**src/rtl/sub_rr_merge.sv**
```systemverilog
// sub_rr_merge: per-channel FIFOs drained round-robin into one registered, channel-tagged valid/ready output.
// Optional packet lock when SUB_RR_MERGE_PKT_LOCK_EN is defined.
module sub_rr_merge #(
  parameter int NCH = 4,
  parameter int DW = 32,
  parameter int DEPTH = 4,
  localparam int CW = $clog2(NCH)
) (
  input  logic              clk,
  input  logic              rst,
  input  logic [NCH-1:0]    in_valid,
  output logic [NCH-1:0]    in_ready,
  input  logic [NCH*DW-1:0] in_data,
  input  logic [NCH-1:0]    in_last,
  output logic              out_valid,
  input  logic              out_ready,
  output logic [DW-1:0]     out_data,
  output logic [CW-1:0]     out_ch,
  output logic              out_last,
  output logic              busy
);
  localparam int AW = $clog2(DEPTH);
  logic [DW:0] mem [NCH][DEPTH];
  logic [AW-1:0] wptr [NCH];
  logic [AW-1:0] rptr [NCH];
  logic [AW:0] cnt [NCH];
  logic [NCH-1:0] push, pop, nonempty, elig;
  logic [CW-1:0] last_grant, gnt;
  logic found, load;
  logic [DW:0] head;
`ifdef SUB_RR_MERGE_PKT_LOCK_EN
  logic locked;
  logic [CW-1:0] lock_ch;
`endif
  for (genvar g = 0; g < NCH; g++) begin : g_ch
    assign in_ready[g] = cnt[g] != (AW+1)'(DEPTH);
    assign nonempty[g] = cnt[g] != '0;
    assign push[g] = in_valid[g] & in_ready[g];
    assign pop[g] = load && gnt == CW'(g);
`ifdef SUB_RR_MERGE_PKT_LOCK_EN
    assign elig[g] = nonempty[g] && (!locked || lock_ch == CW'(g));
`else
    assign elig[g] = nonempty[g];
`endif
  end
  // Search begins one past the last grant so the previous winner ranks last.
  always_comb begin
    gnt = '0;
    found = 1'b0;
    for (int i = 1; i <= NCH; i++)
      if (!found && elig[(int'(last_grant) + i) % NCH]) begin
        found = 1'b1;
        gnt = CW'((int'(last_grant) + i) % NCH);
      end
  end
  assign load = (!out_valid || out_ready) && found;
  assign head = mem[gnt][rptr[gnt]];
  assign busy = out_valid || (|nonempty);
  always_ff @(posedge clk)
    for (int c = 0; c < NCH; c++)
      if (push[c] && !rst) mem[c][wptr[c]] <= {in_last[c], in_data[c*DW +: DW]};
  always_ff @(posedge clk or posedge rst)
    if (rst) begin
      for (int c = 0; c < NCH; c++) begin
        wptr[c] <= '0;
        rptr[c] <= '0;
        cnt[c] <= '0;
      end
      last_grant <= CW'(NCH - 1);
      out_valid <= 1'b0;
      out_data <= '0;
      out_ch <= '0;
      out_last <= 1'b0;
    end else begin
      for (int c = 0; c < NCH; c++) begin
        if (push[c]) wptr[c] <= wptr[c] + 1'b1;
        if (pop[c]) rptr[c] <= rptr[c] + 1'b1;
        cnt[c] <= cnt[c] + (AW+1)'(push[c]) - (AW+1)'(pop[c]);
      end
      if (load) begin
        out_valid <= 1'b1;
        out_data <= head[DW-1:0];
        out_last <= head[DW];
        out_ch <= gnt;
        last_grant <= gnt;
      end else if (out_ready) out_valid <= 1'b0;
    end
`ifdef SUB_RR_MERGE_PKT_LOCK_EN
  // A popped non-last beat pins the arbiter to its channel until that packet's last beat leaves.
  always_ff @(posedge clk or posedge rst)
    if (rst) begin
      locked <= 1'b0;
      lock_ch <= '0;
    end else if (load) begin
      locked <= !head[DW];
      lock_ch <= gnt;
    end
`endif
endmodule
```
**config.mk**
```make
export PLATFORM = sky130hd
export DESIGN_NAME = sub_rr_merge
export DESIGN_NICKNAME = d
export VERILOG_FILES = /design/src/rtl/sub_rr_merge.sv
export SDC_FILE = /design/constraint.sdc
export NUM_CORES = 1
export LEC_CHECK = 0
export BUFFER_PORTS_ARGS = -buffer_cell sky130_fd_sc_hd__buf_4
export CORE_UTILIZATION = 25
export DETAILED_ROUTE_END_ITERATION = 8
export SYNTH_ARGS = -nofsm -noshare
export SYNTH_HDL_FRONTEND = slang
export SYNTH_SLANG_ARGS = --single-unit
export TNS_END_PERCENT = 100
```
**constraint.sdc**
```tcl
create_clock -name clk -period 3.75 [get_ports clk]
set_input_delay 0.75 -clock clk [delete_from_list [all_inputs] [get_ports clk]]
set_output_delay 0.75 -clock clk [all_outputs]
set_load 0.005 [all_outputs]
```
==> results.cfg, run 1 <==
[synth]
synth_most_common_cell = edfxtp_1
synthCells = 1661
avgSynthCellArea_um2 = 14.06
synth_cell_type_count = 37
synth-edff-count = 528
ys_ff_latch = 594
asyncSetResetFlopFracSynth_pct = 11.11
yosys-top-cells-area = edfxtp_1 (68%), dfrtp_1 (6.9%), a21oi_1 (5.7%)
synth_top_area_share_pct = 67.89
syn_nets = 1828
synthesis.area_um2 = 23350
synth_common_cells = edfxtp_1 (528), nand2_1 (320), a21oi_1 (268), a221oi_1 (132), clkbuf_1 (86)
yosysSeqAreaShare_pct = 74.97
synth_top_area_cell = edfxtp_1
ys_warn_count = 0
ys.flop_type = edfxtp_1

[placement]
dp.cells = 3019
numPortBuffers = 179
gp_congestion = 0.7988
hpwl_mm = 45.13

[detailed_routing]
wl_mm = 73.79
vias = 15240
drt-initial-drc-count = 1438
wire_per_inst_um = 23.40
route.detailed.drc = 0
viasPerCell = 4.833
first_pass_iters = 5
postRouteAntennaNets = 0

[layout]
fin_cells = 3153
drive_gt1_share_pct = 19.42
nets = 2015
fill_cells = 9030
multi_input_area_um2 = 5384
area_delta_synth_final_pct = 23.19
regArea_um2 = 17510

[floorplan]
core.rowCount = 111
chipHeight_um = 307.6
die_w_um = 307.6
coreArea_um2 = 92080
io_pins = 180
start_util_pct = 25.36
die_area_um2 = 94640

[global_route]
grt_start_max_net_pins = 145
grt_pass1_wl_mm = 104.6
grt_pass1_vias = 15410
grt_usage_pct = 15.36
grt.overflow.total = 0
antenna_found_initial = 11

[clock_network]
numClockSinks = 594
cts-root-to-sink-buffers = 3
cts_hold_buffers = 0
cts_tree = yes
root_buffer = clkbuf_16
clk_latency_ps = 600
cts_buffers = 70
htree_levels = 3
path_clk_slew_ps = 60

[sta]
final_max_slew_viol_count = 0
setup_tns_ps = 0
fin_skew_ps = 15.23
rsz0062_at_grt = no
hold_viol_final = 0
period_share_pct = 93.01
finalSetupViolCount = 0
min_period_ps = 3488
relSlewSlack_pct = 34.16
worst_pin_slew_ps = 987.6
fmax_ghz = 0.2867

[setup_path]
crit_arrival_ps = 3940
startpoint_type = flip-flop
path_class = reg -> reg
crit_fanout = 44
end_kind = flip-flop
worstReg2RegStart = cnt[10]
worstPathRequired_ps = 4210
worstSetupStartpoint = cnt[10]

[pwr]
p_switching_uw = 11640
total_power_uw = 28330
power_density_nw_per_um2 = 984.6
peakVddDrop_v = 0.001660
seqPwrFrac_pct = 31.0
leakagePower_uw = 0.01001
power.share.clock_pct = 24.0
p_comb_share_pct = 45.0
switching_share_pct = 41.08
p_int_uw = 16690

[status]
status = complete, no violations

[job]
max-cap-violations = 0

[hold_path]
hp-class = in -> reg
min_from = in_data[85]
## registers in the layout, indices dropped and copies added (netlist names)
signal and count:
mem 528, out_data 32, cnt 12, rptr 8, wptr 8, last_grant 2, out_ch 2, out_last 1
out_valid 1
## cells in the final DEF (no fill, tap or decap), types with 33 or more instances in the layout
cell,instances
nand2_1,319
nor2_1,48
o21bai_1,33
a21oi_1,268
edfxtp_1,528
a221oi_1,132
o211ai_1,34
buf_4,210
clkbuf_16,72
dfrtp_1,64
## layer usage
metal,vias to the layer above,GRT usage [%],wire (um)
met4,14,5.461,2097
met1,7686,19.40,30000
met2,693,25.66,35970
met5,-,0,98
met3,165,3.503,5626
li1,6679,-,-
## worst paths after layout
path,end,slack [ps],cells past startpoint
worst max-delay path,out_data[1],260,9
worst min-delay path,mem[2][21],350,1
worst max register to register,out_data[1],260,9
worst min register to register,rptr[7],470,1
max in group asynchronous,out_data[13],2600,3
min in group asynchronous,wptr[5],380,2
## logic make-up (layout without fill, tap and decap cells)
group,after synthesis,count (layout),synth area share [%]
compound gates,475,475,13.22
xor+xnor,20,20,0.7500
fa+ha+maj,28,28,1.629
buf+inv,135,379,2.261
flops,594,594,74.97
mux,7,7,0.3268
other cells,0,5,0
simple gates,402,402,6.836
## area by class of cell
class	instances	share of cell area, %
Antenna cell	5	0.04349
Clock buffer	91	6.719
Clock inverter	38	1.322
Inverter	22	0.2957
Multi-Input combinational cell	932	18.71
Sequential cell	594	60.86
Tap cell	1243	5.406
Timing Repair Buffer	228	6.641
## per-stage QoR
stage	hold WS, ps	utilization [%]	area, um2	setup WS [ps]
after global placement	460.4	28.71	26430	317.5
after detailed placement	469.2	28.71	26430	178.2
after global routing	324.3	31.24	28760	16.08
final	348.6	31.24	28770	262.0
after CTS	308.6	31.22	28750	194.4
after floorplan	444.2	-	23350	349.3
## what timing repair did
item / CTS / global route
buffers inserted: 0 / 0
resized for setup: 0 / 3
endpoints found under the setup margin: 0 / 22
## power groups by stage
stage               logic, uW  registers [uW]  clock network [uW]
finish                  12700            8790                6800
detailed placement      12600            8910                   0
global placement        12200            8890                   0
floorplan                8490            8760                   0
global route            13900            8870                7200
CTS                     12700            8790                6950
## critical path, stage by stage, from the launching register on
cell and delay (ps):
dfrtp_1 440, nor3_2 340, nor2_1 160, a2111oi_4 710
nand2_1 270, a32oi_4 300, buf_4 630, a221oi_1 150
o21bai_1 180, o211ai_1 100
(Power assumes the default switching activity.)
==> run 2: changes to the inputs <==
BUFFER_PORTS_ARGS = default   (was -buffer_cell sky130_fd_sc_hd__buf_4)
DONT_BUFFER_PORTS = 1   (was default)
==> results.cfg, run 2 (synthesis gave the netlist of run 1 again) <==
[status]
status = complete, no violations

[sta]
relSlewSlack_pct = 43.53
period_share_pct = 86.93
fmax_ghz = 0.3068
fin_skew_ps = 32.37
rsz0062_at_grt = no
fin_ws_ps = 490.1
min_period_ps = 3260
finalSetupViolCount = 0
worst_pin_slew_ps = 847.1
setup_tns_ps = 0
hold_viol_final = 0
final_max_slew_viol_count = 0

[global_route]
grt_pass1_vias = 14510
grt_usage_pct = 15.10
grt.overflow.total = 0
grt_pass1_wl_mm = 101.7
antenna_found_initial = 1
grt_start_max_net_pins = 161

[layout]
finalInstanceArea_um2 = 27200
multi_input_area_um2 = 5384
final_common_cell = edfxtp_1
drive_gt1_share_pct = 10.05
diodes = 0
area_delta_synth_final_pct = 16.45
nets = 1819
fill_cells = 9066
largest_reg_flops = 528
regArea_um2 = 17510
mostFrequentLayoutCells = edfxtp_1 (528), nand2_1 (319), a21oi_1 (268), a221oi_1 (132), clkbuf_16 (67)

[setup_path]
worstPathRequired_ps = 4300
end_kind = flip-flop
r2r_end = cnt[11]
crit_arrival_ps = 3810
startpoint_type = flip-flop
crit_fanout = 8
rr_worst_depth = 12
worstReg2RegStart = cnt[1]
ff2ff_setup_slack_ps = 490
path_class = reg -> reg

[pwr]
p_comb_share_pct = 44.4
leakagePower_uw = 0.008992
peakVddDrop_v = 0.001158
power.share.clock_pct = 23.0
p_switching_uw = 11360
power_density_nw_per_um2 = 1001
seqPwrFrac_pct = 32.6
switching_share_pct = 41.74
p_int_uw = 15860

[placement]
place_area_um2 = 25100
numPortBuffers = 0
gp_congestion = 0.8230
dp_slack_ps = 487.9
hpwl_mm = 42.97

[floorplan]
chipHeight_um = 307.6
die_w_um = 307.6
die_area_um2 = 94640
core.rowCount = 111
coreArea_um2 = 92080
io_pins = 180
start_util_pct = 25.36

[detailed_routing]
postRouteAntennaNets = 0
wire_per_inst_um = 24.43
route.detailed.drc = 0
wl_mm = 71.96
first_pass_iters = 5
viasPerCell = 4.874
drt-initial-drc-count = 1240
vias = 14350

[clock_network]
root_buffer = clkbuf_16
cts-root-to-sink-buffers = 3
cts_setup_buffers = 0
cts_buffers = 66
cts_tree = yes
htree_levels = 3
path_clk_slew_ps = 60
cts_hold_buffers = 0
ctsResizeCount = 0
clk_latency_ps = 630
numClockSinks = 594

[job]
max-cap-violations = 0

[hold_path]
hp-class = in -> async
-- run 2: cell count changes in the layout (fill, tap and decap cells not counted), moves of 2 or more --
cell and delta:
clkbuf_16 -5, clkbuf_1 +4, inv_6 -4, buf_12 +9, clkinv_1 -8, clkinv_2 +2
diode_2 -5, inv_16 +2, buf_6 -3, bufinv_16 -5, buf_4 -198
-- run 2: cell type report --
type	instances	area share, %
clock inverter	28	0.9891
tap	1243	5.719
sequential	594	64.38
timing repair buffer	36	2.098
multi-input combinational	932	19.80
inverter	22	0.3128
clock buffer	90	6.703
-- run 2: critical path: stages, from the launching register on --
cell and delay (ps):
dfrtp_1 440, or3_1 460, a211oi_2 360, a2111oi_4 80, buf_4 200, nor3_1 370
ha_1 320, inv_1 60, ha_1 130, inv_1 50, fa_1 380, xnor2_1 190
xnor2_1 130
-- run 2: worst max-delay path by stage --
stage / from / to / slack, ps
final: cnt[1] / cnt[11] / 490
after global routing: cnt[1] / cnt[11] / 290
after CTS: cnt[1] / cnt[11] / 470
after detailed placement: cnt[1] / cnt[11] / 490
after global placement: cnt[1] / cnt[11] / 550
after floorplan: cnt[10] / cnt[8] / 350
-- run 2: routing by layer --
| metal | wire length (um) | global-route usage (%) | part of all wire [%] | up-vias |
|---|---|---|---|---|
| li1 | - | - | - | 6266 |
| met1 | 28300 | 18.30 | 39 | 7326 |
| met2 | 35290 | 25.53 | 49 | 629 |
| met3 | 6159 | 4.219 | 8.6 | 130 |
| met4 | 2188 | 5.369 | 3.0 | 2 |
| met5 | 13 | 0 | 0.018 | - |
-- run 2: power by group through the flow --
stage          clock network (uW)  registers, uW  logic [uW]
2_1_floorplan                   0           8760        8490
3_3_place_gp                    0           8970       11800
3_5_place_dp                    0           9000       12200
4_1_cts                      6410           8880       12200
5_1_grt                      6640           8960       13400
6_report                     6260           8870       12100
-- run 2: stage by stage --
step | hold slack, ps | utilization [%] | power, uW | cells
6_report | 164.3 | 29.54 | 27210 | 2945
5_1_grt | 163.4 | 29.54 | 28960 | 2945
4_1_cts | 155.4 | 29.54 | 27480 | 2945
3_5_place_dp | 471.6 | 27.26 | 21170 | 2827
3_3_place_gp | 464.8 | 27.26 | 20780 | 2827
2_1_floorplan | 444.2 | - | 17250 | 1661
